`config.mk`:
```
export PLATFORM = sky130hd
export DESIGN_NAME = uart_tx_port
export DESIGN_NICKNAME = d
export VERILOG_FILES = /design/src/rtl/uart_tx_port.sv
export SDC_FILE = /design/constraint.sdc
export NUM_CORES = 1
export LEC_CHECK = 0
export CAP_MARGIN = 20
export CORE_ASPECT_RATIO = 1.4
export CORE_MARGIN = 10
export CORE_UTILIZATION = 60
export CTS_BUF_LIST = sky130_fd_sc_hd__clkbuf_4
export DETAILED_ROUTE_END_ITERATION = 16
export GPL_TIMING_DRIVEN = 0
export PLACE_DENSITY_LB_ADDON = 0.05
export SLEW_MARGIN = 20
export SYNTH_ARGS = -nofsm -noshare
export SYNTH_HDL_FRONTEND = slang
export SYNTH_SLANG_ARGS = --single-unit
export TNS_END_PERCENT = 30
```
`constraint.sdc`:
```
create_clock -name clk -period 3.2 [get_ports clk]
set_input_delay 0.64 -clock clk [delete_from_list [all_inputs] [get_ports clk]]
set_output_delay 0.64 -clock clk [all_outputs]
set_load 0.02 [all_outputs]
```
`src/rtl/uart_tx_port.sv`:
```
// uart_tx_port: CPU IO-write byte port with FIFO, serialised as 8N1 on txd, LSB first.
// Optional even parity bit when UART_TX_PARITY_EN is defined (frame grows to 11 bits).
// Ports: clk, reset_n (async, active low), databus/io_wr_n (CPU write),
//   tx_ready (FIFO not full), tx_busy (frame in progress), txd (idle high),
//   overrun (sticky dropped write), fifo_count (bytes queued, excl. frame in flight).
module uart_tx_port #(
  parameter int CLKS_PER_BIT = 16,
  parameter int FIFO_DEPTH   = 4
) (
  input  logic                          clk,
  input  logic                          reset_n,
  input  logic [7:0]                    databus,
  input  logic                          io_wr_n,
  output logic                          tx_ready,
  output logic                          tx_busy,
  output logic                          txd,
  output logic                          overrun,
  output logic [$clog2(FIFO_DEPTH):0]   fifo_count
);

  localparam int AW = $clog2(FIFO_DEPTH);
  localparam int FW = AW + 1;
  localparam int CW = $clog2(CLKS_PER_BIT);
  localparam logic [FW-1:0] FULL     = FW'(FIFO_DEPTH);
  localparam logic [CW-1:0] BAUD_MAX = CW'(CLKS_PER_BIT - 1);

  localparam logic [2:0] S_IDLE  = 3'd0;
  localparam logic [2:0] S_START = 3'd1;
  localparam logic [2:0] S_DATA  = 3'd2;
`ifdef UART_TX_PARITY_EN
  localparam logic [2:0] S_PAR   = 3'd3;
`endif
  localparam logic [2:0] S_STOP  = 3'd4;

  logic          wr_q;
  logic [7:0]    mem [FIFO_DEPTH];
  logic [AW-1:0] wptr;
  logic [AW-1:0] rptr;
  logic [FW-1:0] count;
  logic [2:0]    state;
  logic [CW-1:0] baud;
  logic [2:0]    bitn;
  logic [7:0]    shift;
  logic          ovr;
`ifdef UART_TX_PARITY_EN
  logic          par_q;
`endif

  logic wr_edge;
  logic nonempty;
  logic bit_end;
  logic pop;
  logic push;

  // Falling edge of the strobe; wr_q resets high so a
  // write on the first edge after reset still counts.
  assign wr_edge  = ~io_wr_n & wr_q;
  assign nonempty = (count != '0);
  assign bit_end  = (baud == '0);
  // Pop from IDLE at once, or at the end of STOP so the
  // next start bit follows the stop bit with no gap.
  assign pop  = nonempty &
                ((state == S_IDLE) |
                 ((state == S_STOP) & bit_end));
  // A full FIFO still takes a byte if the head leaves
  // on the same edge.
  assign push = wr_edge & ((count != FULL) | pop);

  assign tx_ready   = (count != FULL);
  assign tx_busy    = (state != S_IDLE);
  assign overrun    = ovr;
  assign fifo_count = count;

  always_ff @(posedge clk or negedge reset_n) begin
    if (!reset_n) begin
      wr_q <= 1'b1;
      ovr  <= 1'b0;
    end else begin
      wr_q <= io_wr_n;
      if (wr_edge && !push)
        ovr <= 1'b1;
    end
  end

  always_ff @(posedge clk) begin
    if (push)
      mem[wptr] <= databus;
  end

  always_ff @(posedge clk or negedge reset_n) begin
    if (!reset_n) begin
      wptr  <= '0;
      rptr  <= '0;
      count <= '0;
    end else begin
      if (push)
        wptr <= wptr + 1'b1;
      if (pop)
        rptr <= rptr + 1'b1;
      if (push && !pop)
        count <= count + 1'b1;
      else if (pop && !push)
        count <= count - 1'b1;
    end
  end

  always_ff @(posedge clk or negedge reset_n) begin
    if (!reset_n) begin
      state <= S_IDLE;
      baud  <= '0;
      bitn  <= '0;
      shift <= '0;
`ifdef UART_TX_PARITY_EN
      par_q <= 1'b0;
`endif
    end else if (pop) begin
      state <= S_START;
      baud  <= BAUD_MAX;
      shift <= mem[rptr];
`ifdef UART_TX_PARITY_EN
      par_q <= ^mem[rptr];
`endif
    end else if (state != S_IDLE) begin
      if (bit_end) begin
        baud <= BAUD_MAX;
        unique case (state)
          S_START: begin
            state <= S_DATA;
            bitn  <= '0;
          end
          S_DATA: begin
            shift <= {1'b0, shift[7:1]};
            bitn  <= bitn + 1'b1;
            if (bitn == 3'd7)
`ifdef UART_TX_PARITY_EN
              state <= S_PAR;
`else
              state <= S_STOP;
`endif
          end
`ifdef UART_TX_PARITY_EN
          S_PAR:   state <= S_STOP;
`endif
          default: state <= S_IDLE;
        endcase
      end else begin
        baud <= baud - 1'b1;
      end
    end
  end

  always_comb begin
    txd = 1'b1;
    unique case (1'b1)
      (state == S_START): txd = 1'b0;
      (state == S_DATA):  txd = shift[0];
`ifdef UART_TX_PARITY_EN
      (state == S_PAR):   txd = par_q;
`endif
      default:            txd = 1'b1;
    endcase
  end

endmodule

```
; ---- After elaboration in Yosys (flattened, before gate mapping)
; Memory sizes are Yosys's and may differ from the RTL's.
; Index checks and enable logic that the tools add are counted.
[classes]
n_eq_ne = 6
n_mux = 18
bitwise_logic = 8
reduce_logical = 17
add_sub_neg = 6
[op_table]
columns = cell, count
row1 = $mux W8, 4
row2 = $mux W3, 6
row3 = $mux W4, 3
row4 = $pmux W3 S2, 2
row5 = $reduce_bool A2 Y1, 5
row6 = $add A3 B1 Y3 const B, 2
row7 = $eq A3 B3 Y1 const B, 2
row8 = $ne A3 B3 Y1 const B, 2
row9 = $reduce_and A3 Y1, 2
row10 = $reduce_bool A3 Y1, 2
row11 = $add A2 B1 Y2 const B, 2
row12 = $and A1 B1 Y1, 4
row13 = $logic_not A4 Y1, 1
row14 = $reduce_and A4 Y1, 1
row15 = $sub A4 B1 Y4 const B, 1
row16 = $eq A3 B1 Y1 const B, 1
row17 = $eq A3 B2 Y1 const B, 1
row18 = $logic_and A1 B1 Y1, 3
row19 = $logic_not A3 Y1, 1
row20 = $sub A3 B1 Y3 const B, 1
row21 = $logic_not A1 Y1, 2
row22 = $mux W1, 2
row23 = $not A1 Y1, 2
row24 = $or A1 B1 Y1, 2
row25 = $pmux W1 S2, 1
[word_totals]
output_inout_bits = 7
wordCells = 65
ff_bits = 27
in_bits = 11
n_memories = 1
ram_bits = 32
[memory_table]
columns = memory, depth, width, read_ports, rd_clocked_by_memory_dff, write_ports, line
row1 = mem, 4, 8, 1, 0, 1, 36  ; logic [7:0] mem [FIFO_DEPTH];

; ---- Depth between registers and ports, before layout
; Gate-level depths: netlist of run 1.
[logic_depth]
word_depth = 10
ltp_mapped = 13
mapped_depth_nobuf = 11

; ---- Worst setup path before layout of run 1
; Ideal clock, no wire load.
[synth_path]
path_type = register to register
startpoint = register baud[0]
endpoint = register count[2], in the netlist fifo_count[2]
slack_ns = 0.375
path_buffers = 1
setup_ns = 0.080
arrival_ns = 2.746
synth_period_minus_slack_ns = 2.825
required_time_ns = 3.120
path_stages_with_launch = 13
cell_sequence = dfrtp_1 -> inv_1 -> ha_1 -> or3b_1 -> buf_2 -> o311a_1 -> nor3b_4 -> ha_1 -> inv_1 -> fa_1 -> xor2_1 -> nor2_1 -> xor2_1
[synth_via]
elab_chain_cells = 9
elab_cells_between_ends = 12
cone_classes = mux: 1 / bitwise: 5 / reduce/logical: 6
[synth_lines]
columns = item, line
row1 = from (decl), 41  ; logic [CW-1:0] baud;
row2 = from (signal assigned), 147  ; baud <= baud - 1'b1;
row3 = $logic_not A4 Y1 *, 59  ; assign bit_end = (baud == '0);
row4 = $and A1 B1 Y1 *, 64  ; ((state == S_STOP) & bit_end));
row5 = $or A1 B1 Y1 *, 63  ; ((state == S_IDLE) |
row6 = $and A1 B1 Y1 *, 62  ; assign pop = nonempty &
row7 = $or A1 B1 Y1 *, 67  ; assign push = wr_edge & ((count != FULL) | pop);
row8 = $and A1 B1 Y1 *, 67
row9 = named net push, 53  ; logic push;
row10 = $logic_not A1 Y1, 102  ; else if (pop && !push)
row11 = $logic_and A1 B1 Y1, 102
row12 = $reduce_bool A2 Y1 (no line), --
row13 = to (signal assigned), 101  ; count <= count + 1'b1;
row14 = to (signal assigned), 103  ; count <= count - 1'b1;
row15 = to (decl), 39  ; logic [FW-1:0] count;
; The timed path passes the listed nets; every way through them passes the cells marked *.
; A chain may end at the register's enable or synchronous reset.

; ---- Final worst setup path of run 1
[layout_path]
startpoint = register baud[0]
endpoint = register count[1], in the netlist fifo_count[1]
[layout_via]
elab_chain_cells = 9
elab_cells_between_ends = 12
cone_classes = mux: 1 / bitwise: 5 / reduce/logical: 6
[layout_lines]
columns = item, line
row1 = $logic_not A4 Y1 *, 59
row2 = $and A1 B1 Y1 *, 64
row3 = $or A1 B1 Y1 *, 63
row4 = $and A1 B1 Y1 *, 62
row5 = $or A1 B1 Y1, 67
row6 = $and A1 B1 Y1, 67
row7 = $logic_not A1 Y1, 102
row8 = $logic_and A1 B1 Y1, 102
row9 = $reduce_bool A2 Y1 (no line), --
; Every way passes the cells marked *; elsewhere a longest branch is shown, timed or not.

==> impl_metrics.py, run 1 <==
metrics = {
    "global_route": {
        "grt_max_degree": 28,
        "grt_pass1_wl_microns": 7390,
        "globalRouteOverflowTotal": 0,
        "grt_antenna_before_repair": 0,
        "grt_pass1_vias": 1593,
        "grt_use_total": 0.133,
    },
    "placement": {
        "post-place-ws_ns": 0.0781,
        "placed_cell_area_sq_um": 2790,
        "port_buffers": 17,
        "gp_congestion": 0.779,
        "dp_cells": 240,
        "hpwl_microns": 3210,
    },
    "layout": {
        "design_area_sq_um": 2960,
        "seq_area_sq_um": 1640,
        "multi_input_area_sq_um": 818,
        "layout.cells.non_filler": 258,
        "postLayoutCoreUtil": 0.710,
        "final_cell_mix": "32 x edfxtp_1, 26 x dfrtp_1, 16 x inv_1, 16 x clkdlybuf4s50_1, 11 x nand2_1",
        "drive_above_1_share": 0.183,
        "final_common_cell": "edfxtp_1",
        "n_fill_cell": 293,
        "num_antenna_cells": 0,
        "nNetsFinal": 228,
        "area_growth_pct": 15.5,
    },
    "sta": {
        "hold_viol_final": 0,
        "tightest_slew_ns": 0.791,
        "holdWs_ns": 0.246,
        "skew_ns": 0.0102,
        "finalSetupViolations": 0,
        "setup_tns_ns": 0,
        "grt_setup_unrepaired": "no",
        "slew_headroom": 0.472,
        "clock.fmax_ghz": 0.330,
        "drv_slew": 0,
        "period_share": 0.948,
        "min_period_ns": 3.03,
        "layout_setup_ws_ns": 0.167,
    },
    "setup_path": {
        "path_buf_inv": 5,
        "startpoint_type": "flip-flop",
        "crit_required_ns": 3.49,
        "end_kind": "flip-flop",
        "r2r_end": "fifo_count[1]",
        "r2r-start": "baud[0]",
        "critPathSlowestCell": "dfrtp_1",
        "slowest_delay_ns": 0.44,
        "reg2regPathDepth": 11,
        "rrSetupSlack_ns": 0.17,
        "cp_cell_sequence": "inv_1 > ha_1 > or3b_1 > buf_2 > a2111oi_4 > inv_2 > buf_2 > ha_1 > inv_1 > fa_1 > mux2_2",
        "critical_path_class": "reg2reg",
        "cp_max_fo": 10,
        "crit_family": "adder cells",
        "worst_ep_arrival_time_ns": 3.32,
    },
    "floorplanning": {
        "ios": 18,
        "start_util": 0.615,
        "num_rows": 28,
        "dieWidth_microns": 75.2,
        "core_sq_um": 4170,
        "dieArea_sq_um": 7320,
        "die_h_microns": 97.3,
    },
    "synthesis": {
        "ys_types": 38,
        "synth-seq-area-share": 0.639,
        "synth_flop_cell": "edfxtp_1",
        "synthesis.nets": 198,
        "syn_area_sq_um": 2560,
        "async_flop_share": 0.458,
        "ys_warn_count": 0,
        "avgSynthCellArea_sq_um": 14.4,
        "syn_inst": 178,
        "synth_edf_count": 32,
        "synth-seq-cells": 59,
    },
    "run_status": {
        "status": "finished clean",
    },
    "pwr": {
        "ir_drop_uv": 391,
        "p_total_mw": 1.84,
        "leakagePower_nw": 1.13,
        "power_density_nw_per_um2": 623,
    },
    "cts": {
        "cts_tree": "done",
        "cts_root_buf": "clkbuf_4",
        "cts_buffers": 9,
        "cts_resized": 0,
        "cts_hold_buf": 0,
        "clk_latency_ns": 0.39,
        "cts.reportedPaths.clkPinSlew_ns": 0.11,
        "clockBufferDepth": 2,
        "htreeDepth": 3,
        "postCtsSetupBuffers": 0,
        "tritoncts_num_sinks": 59,
    },
    "routing": {
        "wire_per_inst_microns": 17.2,
        "first_pass_iters": 5,
        "ant_nets": 0,
        "viasPerCell": 5.78,
        "routed_wl_microns": 4450,
        "vias": 1490,
        "drtIter0Drc": 50,
        "drc": 0,
    },
    "hold_path": {
        "min_path_type": "in2async",
    },
    "run": {
        "max_cap_violations": 0,
    },
}
==> power breakdown <==
part           switching (mW)  internal [mW]  total (mW)
combinational           0.161          0.150       0.311
sequential             0.0545          0.888       0.943
clock                   0.276          0.313       0.589
total                   0.491           1.35        1.84
==> cell families (layout without fill, tap and decap cells) <==
group / after synthesis / in the layout / share of synthesized area
AO/OA/AOI/OAI: 36 / 36 / 0.0991
XOR/XNOR: 7 / 7 / 0.0239
adder cells (fa/ha/maj): 9 / 9 / 0.0469
buffers and inverters: 26 / 61 / 0.0420
flip-flops: 59 / 59 / 0.639
multiplexers: 10 / 10 / 0.0791
AND/OR/NAND/NOR: 31 / 31 / 0.0703
==> worst max-delay path by stage <==
stage	from	to	slack (ns)	cells after the start
detailed placement	baud[0]	fifo_count[2]	0.08	12
global route	baud[0]	fifo_count[1]	0.02	11
finish	baud[0]	fifo_count[1]	0.17	11
CTS	baud[0]	fifo_count[2]	0.05	12
floorplan	baud[0]	fifo_count[2]	0.37	12
global placement	baud[0]	fifo_count[1]	0.19	11
==> area by class of cell <==
cell class,instances,area share
Sequential cell,59,0.553
Multi-Input combinational cell,93,0.276
Clock inverter,7,0.0313
Inverter,17,0.0216
Buffer,9,0.0148
Timing Repair Buffer,19,0.0609
Clock buffer,9,0.0228
Tap cell,45,0.0190
==> synth_stat cells (3+ instances only) <==
library cell	n	area share
o22ai_1	7	0.017
dfrtp_1	26	0.25
clkbuf_1	5	0.0073
xnor2_1	5	0.017
and2_1	5	0.012
mux4_2	8	0.070
nand2b_1	4	0.0098
inv_1	16	0.023
o21ai_0	8	0.016
nand2_1	11	0.016
a21oi_1	7	0.014
nor3_1	3	0.0059
ha_1	8	0.039
edfxtp_1	32	0.37
nor2_1	3	0.0044
a22o_1	4	0.014
==> sequential cells by signal (all words and copies together) (netlist names) <==
name,flops
mem,32
shift,8
baud,4
bitn,3
fifo_count,3
state,3
rptr,2
wptr,2
overrun,1
wr_q,1
==> routing by layer <==
layer	part of all wire	wire [microns]	up-vias	track usage
li1	-	-	715	-
met1	0.38	1710	744	0.142
met2	0.56	2510	22	0.228
met3	0.036	162	9	0.0429
met4	0.015	66	0	0.0560
met5	0	0	-	0
Power figures use the tool's default switching activity.
==> run 2: changes to the inputs <==
--- a/config.mk
+++ b/config.mk
@@ -7,7 +7,6 @@
 export LEC_CHECK = 0
 export CAP_MARGIN = 20
 export CORE_ASPECT_RATIO = 1.4
-export CORE_MARGIN = 10
 export CORE_UTILIZATION = 60
 export CTS_BUF_LIST = sky130_fd_sc_hd__clkbuf_4
 export DETAILED_ROUTE_END_ITERATION = 16
==> impl_metrics.py, run 2 (synthesis results as in run 1) <==
metrics = {
    "routing": {
        "vias": 1528,
        "wire_per_inst_microns": 16.4,
        "first_pass_iters": 4,
        "ant_nets": 0,
        "drc": 0,
        "drtIter0Drc": 46,
        "viasPerCell": 5.88,
        "routed_wl_microns": 4270,
    },
    "global_route": {
        "globalRouteOverflowTotal": 0,
        "grt_antenna_before_repair": 0,
        "grt_pass1_vias": 1653,
        "grt_use_total": 0.218,
        "grt_pass1_wl_microns": 6980,
        "grt_max_degree": 28,
    },
    "sta": {
        "min_period_ns": 3.01,
        "skew_ns": 0.00964,
        "hold_viol_final": 0,
        "tightest_slew_ns": 0.773,
        "setup_tns_ns": 0,
        "period_share": 0.941,
        "drv_slew": 0,
        "holdWs_ns": 0.230,
        "slew_headroom": 0.485,
        "clock.fmax_ghz": 0.332,
        "finalSetupViolations": 0,
        "layout_setup_ws_ns": 0.187,
    },
    "cts": {
        "tritoncts_num_sinks": 59,
        "htreeDepth": 3,
        "cts_root_buf": "clkbuf_4",
        "cts_hold_buf": 0,
        "cts_buffers": 9,
        "cts.reportedPaths.clkPinSlew_ns": 0.11,
        "clockBufferDepth": 2,
        "clk_latency_ns": 0.40,
        "cts_tree": "done",
    },
    "placement": {
        "post-place-ws_ns": 0.0808,
        "hpwl_microns": 2940,
        "placed_cell_area_sq_um": 2780,
        "dp_cells": 238,
        "port_buffers": 17,
        "gp_congestion": 0.791,
    },
    "pwr": {
        "ir_drop_uv": 457,
        "power_density_nw_per_um2": 617,
        "power_frac_clock": 0.323,
        "p_int_mw": 1.36,
        "p_sw_mw": 0.490,
        "leakagePower_nw": 1.15,
        "switching_share": 0.266,
        "p_comb_frac": 0.167,
        "p_total_mw": 1.85,
        "p_seq_frac": 0.510,
    },
    "setup_path": {
        "cp_cell_sequence": "inv_1 > ha_1 > or3b_1 > buf_2 > o311a_1 > nor3b_4 > ha_2 > inv_1 > fa_1 > xor2_1 > nor2_1 > xor2_1",
        "rrSetupSlack_ns": 0.19,
        "crit_required_ns": 3.53,
        "slowest_delay_ns": 0.42,
        "end_kind": "flip-flop",
        "cp_max_fo": 8,
        "startpoint_type": "flip-flop",
        "worst_ep_arrival_time_ns": 3.34,
        "r2r-start": "baud[0]",
        "reg2regPathDepth": 12,
        "r2r_end": "fifo_count[2]",
        "critical_path_class": "reg2reg",
        "critPathSlowestCell": "dfrtp_1",
    },
    "floorplanning": {
        "dieWidth_microns": 57.2,
        "start_util": 0.638,
        "dieArea_sq_um": 4540,
        "core_sq_um": 4020,
        "die_h_microns": 79.3,
        "num_rows": 27,
        "ios": 18,
    },
    "layout": {
        "multi_input_area_sq_um": 821,
        "layout.cells.non_filler": 260,
        "design_area_sq_um": 2990,
        "reg.largest.list": "mem x32, shift x8, baud x4",
        "postLayoutCoreUtil": 0.744,
        "largest_register": "mem",
        "largest_reg_flops": 32,
        "nNetsFinal": 232,
        "area_growth_pct": 16.6,
        "final_cell_mix": "32 x edfxtp_1, 26 x dfrtp_1, 16 x inv_1, 16 x clkdlybuf4s50_1, 11 x nand2_1",
        "num_antenna_cells": 0,
        "final_common_cell": "edfxtp_1",
        "seq_area_sq_um": 1640,
        "n_fill_cell": 273,
        "drive_above_1_share": 0.203,
    },
    "run": {
        "max_cap_violations": 0,
    },
    "run_status": {
        "status": "finished clean",
    },
    "hold_path": {
        "min_path_type": "in2async",
    },
}
run 2: metal layers:
metal / track usage / vias up / routed length, microns
met5: 0 / - / 0
met4: 0.144 / 0 / 95
met3: 0.0733 / 11 / 144
met2: 0.384 / 37 / 2340
met1: 0.213 / 766 / 1690
li1: - / 714 / -
run 2: how the worst max path moves through the flow:
| stage | startpoint | endpoint | cells past startpoint |
|---|---|---|---|
| final | baud[0] | fifo_count[2] | 12 |
| after global routing | baud[1] | fifo_count[2] | 12 |
| after CTS | baud[0] | fifo_count[2] | 12 |
| after detailed placement | baud[0] | fifo_count[2] | 12 |
| after global placement | baud[0] | fifo_count[1] | 11 |
| after floorplan | baud[0] | fifo_count[2] | 12 |
run 2: layout make-up:
class	count	share of cell area
Timing Repair Buffer	23	0.0703
Sequential cell	59	0.548
Buffer	9	0.0146
Multi-Input combinational cell	93	0.274
Inverter	17	0.0213
Tap cell	43	0.0180
Clock inverter	7	0.0310
Clock buffer	9	0.0226
run 2: timing repair:
action | 4_1_cts | 5_1_grt
setup endpoints to repair | 0 | 2
resized for setup | 0 | 1
setup buffers | 0 | 6
run 2: power groups by stage:
| stage | logic, mW | clock network (mW) | registers [mW] |
|---|---|---|---|
| 5_1_grt | 0.342 | 0.631 | 0.952 |
| 3_5_place_dp | 0.301 | 0 | 0.959 |
| 6_report | 0.309 | 0.597 | 0.941 |
| 4_1_cts | 0.303 | 0.607 | 0.943 |
| 3_3_place_gp | 0.289 | 0 | 0.950 |
| 2_1_floorplan | 0.152 | 0 | 0.978 |
run 2: worst max-delay path, delay by kind of cell, from the launching register on:
family,cells,cell delay [ns]
AOI/OAI and AO/OA,1,0.36
buffers and inverters,3,0.31
and+or+nand+nor,3,0.75
adders and majority gates,3,0.79
DFF,1,0.42
xor gates and xnor gates,2,0.32
